## src/rtl/immu_mr_ctrl.sv

```systemverilog
// immu_mr_ctrl: controller for the IMMU ITLB match-register array held in a
// 64x14 single-port SRAM (word = {VPN[12:0], V}).
// Serves fetch lookups (one per cycle sustained), SPR read/write of single
// entries, and an invalidation sweep of all 64 entries.
// Optional feature macro: IMMU_MR_INIT_EN enables the post-reset / inv_all
// sweep. Without it, reset goes straight to IDLE and inv_all is ignored.
// The address split requires VA_WIDTH - PAGE_BITS - 6 == 13.
module immu_mr_ctrl #(
    parameter int VA_WIDTH  = 32,
    parameter int PAGE_BITS = 13
) (
    input  logic                clk,
    input  logic                rst_n,
    input  logic                req_valid,
    input  logic [VA_WIDTH-1:0] req_vaddr,
    output logic                req_ready,
    output logic                resp_valid,
    output logic                resp_hit,
    input  logic                spr_cs,
    input  logic                spr_write,
    input  logic [5:0]          spr_addr,
    input  logic [31:0]         spr_dat_i,
    output logic [31:0]         spr_dat_o,
    output logic                spr_ack,
    input  logic                inv_all,
    output logic                init_busy,
    output logic [5:0]          sram_a,
    output logic                sram_csb,
    output logic                sram_web,
    output logic                sram_oeb,
    output logic [13:0]         sram_i,
    input  logic [13:0]         sram_o
);

    localparam int IDX_W = 6;
    localparam int TAG_W = VA_WIDTH - PAGE_BITS - IDX_W;

    typedef enum logic [1:0] {
        S_INIT = 2'd0,
        S_IDLE = 2'd1,
        S_CMP  = 2'd2,
        S_SACK = 2'd3
    } state_t;

`ifdef IMMU_MR_INIT_EN
    localparam state_t RST_STATE = S_INIT;
`else
    localparam state_t RST_STATE = S_IDLE;
`endif

    state_t             r_state;
    state_t             w_next;
    logic [TAG_W-1:0]   r_tag_q;
    logic               r_spr_rd;
    logic               w_spr_go;
    logic               w_req_go;
    logic               w_inv;
    logic [IDX_W-1:0]   w_idx;
    logic [TAG_W-1:0]   w_tag;
    logic               w_unused_bits;

    assign w_idx = req_vaddr[PAGE_BITS +: IDX_W];
    assign w_tag = req_vaddr[PAGE_BITS + IDX_W +: TAG_W];

    // Page offset and the SPR data bits between VPN and V carry no state.
    assign w_unused_bits = ^{req_vaddr[PAGE_BITS-1:0], spr_dat_i[18:1]};

`ifdef IMMU_MR_INIT_EN
    logic [IDX_W-1:0] r_cnt;

    assign w_inv = inv_all;

    // Sweep counter: advances only while sweeping, inv_all restarts it at 0.
    always_ff @(posedge clk or negedge rst_n) begin
        if (!rst_n) begin
            r_cnt <= '0;
        end else if (r_state == S_INIT && !inv_all) begin
            r_cnt <= r_cnt + 6'd1;
        end else begin
            r_cnt <= '0;
        end
    end
`else
    logic w_unused_inv;

    // Without the sweep there is nothing for inv_all to request.
    assign w_inv        = 1'b0;
    assign w_unused_inv = inv_all;
`endif

    // State register; reset aborts any sweep, lookup or SPR access in flight.
    always_ff @(posedge clk or negedge rst_n) begin
        if (!rst_n) begin
            r_state <= RST_STATE;
        end else begin
            r_state <= w_next;
        end
    end

    // Lookup tag and SPR direction are captured when the access is issued.
    always_ff @(posedge clk or negedge rst_n) begin
        if (!rst_n) begin
            r_tag_q  <= '0;
            r_spr_rd <= 1'b0;
        end else begin
            if (w_req_go) begin
                r_tag_q <= w_tag;
            end
            if (w_spr_go) begin
                r_spr_rd <= !spr_write;
            end
        end
    end

    // Next state, arbitration and combinational SRAM controls.
    always_comb begin
        w_next     = r_state;
        w_spr_go   = 1'b0;
        w_req_go   = 1'b0;
        req_ready  = 1'b0;
        resp_valid = 1'b0;
        resp_hit   = 1'b0;
        spr_ack    = 1'b0;
        spr_dat_o  = '0;
        init_busy  = 1'b0;
        sram_a     = '0;
        sram_csb   = 1'b1;
        sram_web   = 1'b1;
        sram_oeb   = 1'b1;
        sram_i     = '0;
        case (r_state)
`ifdef IMMU_MR_INIT_EN
            S_INIT: begin
                init_busy = 1'b1;
                sram_csb  = 1'b0;
                sram_web  = 1'b0;
                sram_a    = r_cnt;
                if (!inv_all && r_cnt == 6'd63) begin
                    w_next = S_IDLE;
                end
            end
`endif
            S_IDLE, S_CMP: begin
                // sram_o holds the word read at the accepting edge; a new
                // read issued now only lands after the coming edge.
                if (r_state == S_CMP) begin
                    resp_valid = 1'b1;
                    resp_hit   = sram_o[0] && (sram_o[13:1] == r_tag_q);
                    sram_oeb   = 1'b0;
                end
                req_ready = !w_inv && !spr_cs;
                if (w_inv) begin
                    w_next = S_INIT;
                end else if (spr_cs) begin
                    w_spr_go = 1'b1;
                    sram_csb = 1'b0;
                    sram_web = !spr_write;
                    sram_a   = spr_addr;
                    sram_i   = {spr_dat_i[31:19], spr_dat_i[0]};
                    w_next   = S_SACK;
                end else if (req_valid) begin
                    w_req_go = 1'b1;
                    sram_csb = 1'b0;
                    sram_a   = w_idx;
                    w_next   = S_CMP;
                end else begin
                    w_next = S_IDLE;
                end
            end
            S_SACK: begin
                spr_ack  = 1'b1;
                sram_oeb = 1'b0;
                if (r_spr_rd) begin
                    spr_dat_o = {sram_o[13:1], 18'b0, sram_o[0]};
                end
                w_next = S_IDLE;
            end
            default: begin
                w_next = S_IDLE;
            end
        endcase
    end

endmodule

```

## config.mk

```make
export PLATFORM = sky130hd
export DESIGN_NAME = immu_mr_ctrl
export DESIGN_NICKNAME = d
export VERILOG_FILES = /design/src/rtl/immu_mr_ctrl.sv
export SDC_FILE = /design/constraint.sdc
export NUM_CORES = 1
export LEC_CHECK = 0
export BUFFER_PORTS_ARGS = -buffer_cell sky130_fd_sc_hd__buf_2
export CORE_MARGIN = 8
export CORE_UTILIZATION = 36
export CTS_CLUSTER_SIZE = 24
export DETAILED_ROUTE_END_ITERATION = 7
export GPL_TIMING_DRIVEN = 0
export PLACE_DENSITY = 0.92
export RECOVER_POWER = 100
export SLEW_MARGIN = 20
export SYNTH_ARGS = -nofsm -noshare
export SYNTH_HDL_FRONTEND = slang
export SYNTH_SLANG_ARGS = --single-unit
```

## constraint.sdc

```tcl
create_clock -name clk -period 3.9 [get_ports clk]
set_input_delay 0.39 -clock clk [delete_from_list [all_inputs] [get_ports clk]]
set_output_delay 0.39 -clock clk [all_outputs]
set_load 0.03 [all_outputs]
```

==> summary.md <==
| Metric | Value |
|---|---|
| Number of hold buffers added after cts | `0` |
| Maxcap violations | `0` |
| CP top delay family | `buffers and inverters` |
| VDD IR max | `0.296 mV` |
| Post-synth EDFFs | `0` |
| CP dominant cell by count | `clkbuf_1` |
| Reg2reg setup slack | `1.67 ns` |
| Top Layer Used | `met4` |
| DR vias/cell | `4.21` |
| Avg WL per Cell | `13.5 um` |
| Critical Path RT | `3.51 ns` |
| Placed Area | `0.00187 mm2` |
| Largest net degree at the start of global routing | `17` |
| Met3 WL post-DR | `345 um` |
| Clk slew on worst S/H paths | `0.09 ns` |
| Placed wire-length estimate | `3450 um` |
| DRT Pass-1 Iters | `4` |
| Initial antenna violation count | `0` |
| H-tree levels | `1` |
| Primary FF master, synth | `dfrtp_1` |
| CP max-delay cell | `dfstp_2` |
| Clk_lat worst skew | `0.28 ns` |
| Core Area | `0.00334 mm2` |
| Cells after Synth | `122` |
| Leading cell type in the layout, fill and taps excluded | `buf_2` |
| Clock Tree Buf Depth | `2` |
| Port bufs | `98` |
| Async S/R FF share, synth | `1.00` |
| Post-CTS Resized | `0` |
| Min-Delay Path Class | `in -> async` |
| Num ports | `150` |
| Final ANT Viol Nets | `0` |
| WL met1 | `1320 um` |
| Routed wl met2 | `2190 um` |
| Die area | `0.00564 mm2` |
| Die H | `75.1 um` |
| Syn-to-layout area delta | `42.2%` |
| Reg2reg path depth | `6` |
| Mean Syn Cell Area | `10.3 um2` |
| CP bufs+invs | `3` |
| Setup Fix Bufs, Post-CTS | `0` |
| Yosys warns | `0` |
| Initial Util | `0.377` |
| Crit Path Max Fanout | `10` |
| Util after Layout | `0.536` |
| Fin crit period | `2.89 ns` |
| Final worst slack | `1.01 ns` |
| Via count | `1213` |
| TritonCTS buffer count | `3` |
| Pins over their slew limit | `0` |
| Status | `complete, no violations` |
| CP startpoint kind | `flip-flop` |
| Leak | `0.939 nW` |
| Max stage delay on crit path | `0.54 ns` |
| Die width | `75.1 um` |
| CP arrival | `2.50 ns` |
| Reg-to-Reg Start | `r_state[0]` |
| Post-synthesis cell area | `0.00126 mm2` |
| Clock sinks | `16` |
| Detailed Route Iter0 Violations | `20` |
| Cells along the critical path | `inv_1, ha_1, nor2_1, and2_4, clkbuf_1, a22o_1, clkbuf_1` |
| Fin nets | `336` |
| Commonest cells after routing, fill and taps aside | `buf_2 (57), clkbuf_1 (48), buf_4 (19), conb_1 (19), dfrtp_1 (15)` |
| Seq cells post-synth | `16` |
| Register area share after synthesis | `0.319` |
| Fmax | `346 MHz` |
| RSZ-0062 raised after global routing | `false` |
| Aggregate global routing overflow | `0` |
| Crit end category | `primary output` |
| Post-synth cell types | `27` |
| Global-route wire length before repair | `5420 um` |
| Finished Cell Area | `0.00179 mm2` |
| Routed wire length | `3880 um` |
| Post-route DRC | `0` |
| Power per cell area | `627 mW/mm2` |
| Dpl ws | `1.65 ns` |
| Share of layout cells above drive strength 1 | `0.347` |
| Routability cong. | `0.701` |
| Setup Viol. Count Final | `0` |
| Vias in the first global route | `1199` |
| Final hold vios | `0` |
| Clock Skew | `0.00694 ns` |
| Clock root buffer | `clkbuf_4` |
| CTS tree | `done` |
| Setup TNS | `0 ns` |
| RR Endpoint | `r_tag_q[4]` |
| Layout Cells excl Fill | `288` |
| Slew HR | `0.431` |
| Placed insts | `284` |
| Row count | `21` |
| Slew @ Worst Pin | `0.854 ns` |
| Antenna Cells | `0` |
| Period utilization | `0.741` |
| GRT Resource Usage Total | `0.126` |
| Worst Path Class, Setup | `reg -> out` |
-- layout make-up --
| type | count | area [um2] |
|---|---|---|
| Sequential cell | 16 | 402 |
| Fill cell | 349 | 1550 |
| Inverter | 3 | 11.3 |
| Clock buffer | 4 | 26.3 |
| Tap cell | 46 | 57.6 |
| Timing Repair Buffer | 98 | 439 |
| Multi-Input combinational cell | 96 | 687 |
| Buffer | 25 | 165 |
-- layer usage --
layer / track usage / vias up
li1: - / 613
met4: 0.0261 / 0
met5: 0 / -
met3: 0.0466 / 2
met1: 0.118 / 548
met2: 0.249 / 50
-- cell usage after synthesis (all sizes together), types with 2 or more instances --
| library cell | n | area [um2] |
|---|---|---|
| nand4 | 3 | 18.8 |
| and3 | 14 | 87.6 |
| buf | 22 | 170 |
| nor2 | 2 | 10.0 |
| mux2 | 13 | 195 |
| inv | 3 | 11.3 |
| a22o | 6 | 52.6 |
| xnor2 | 13 | 114 |
| and2 | 15 | 96.3 |
| dfrtp | 15 | 375 |
| clkbuf | 3 | 11.3 |
| ha | 3 | 37.5 |
-- stage by stage --
step	power [mW]	hold WS [ns]
final	1.12	0.185
after global routing	1.20	0.231
after CTS	1.23	0.00996
after detailed placement	1.14	0.321
after global placement	1.12	0.316
after floorplan	0.926	0.0944
-- power by group --
group | leakage, nW | switching, mW | total, mW | internal [mW]
clock | 0.0150 | 0.0474 | 0.0870 | 0.0396
combinational | 0.737 | 0.467 | 0.724 | 0.257
sequential | 0.187 | 0.0605 | 0.309 | 0.249
-- state kept, by name, summed over array words and instances (netlist names) --
signal,flops
r_tag_q,13
r_state,2
r_spr_rd,1
-- worst reg2reg max path, cell delays in order, from the launching register on --
cell and delay (ns):
dfstp_2 0.54, inv_1 0.05, ha_1 0.36, nor2_1 0.16, and2_4 0.15, clkbuf_1 0.46, mux2_1 0.40
-- cells by family (layout without fill, tap and decap cells) --
family                   Yosys count  after routing  synth area share
AO/OA/AOI/OAI                      8              8            0.0517
buffers and inverters             28            130             0.153
multiplexers                      13             13             0.155
other                              1             19           0.00298
XOR/XNOR                          13             13            0.0905
flip-flops                        16             16             0.319
adder cells (fa/ha/maj)            3              3            0.0299
AND/OR/NAND/NOR                   40             40             0.197
-- worst max path at each step --
| stage | startpoint | end | slack, ns | cells past startpoint |
|---|---|---|---|---|
| floorplan | r_state[0] | resp_hit | 1.48 | 5 |
| global placement | r_state[0] | sram_i[11] | 1.69 | 6 |
| finish | r_state[0] | sram_a[2] | 1.01 | 7 |
| detailed placement | r_state[0] | sram_i[10] | 1.65 | 6 |
| global route | r_state[0] | sram_a[2] | 0.85 | 7 |
| CTS | r_state[0] | sram_i[10] | 1.33 | 6 |
No activity file was read; power rests on OpenSTA's default activity.
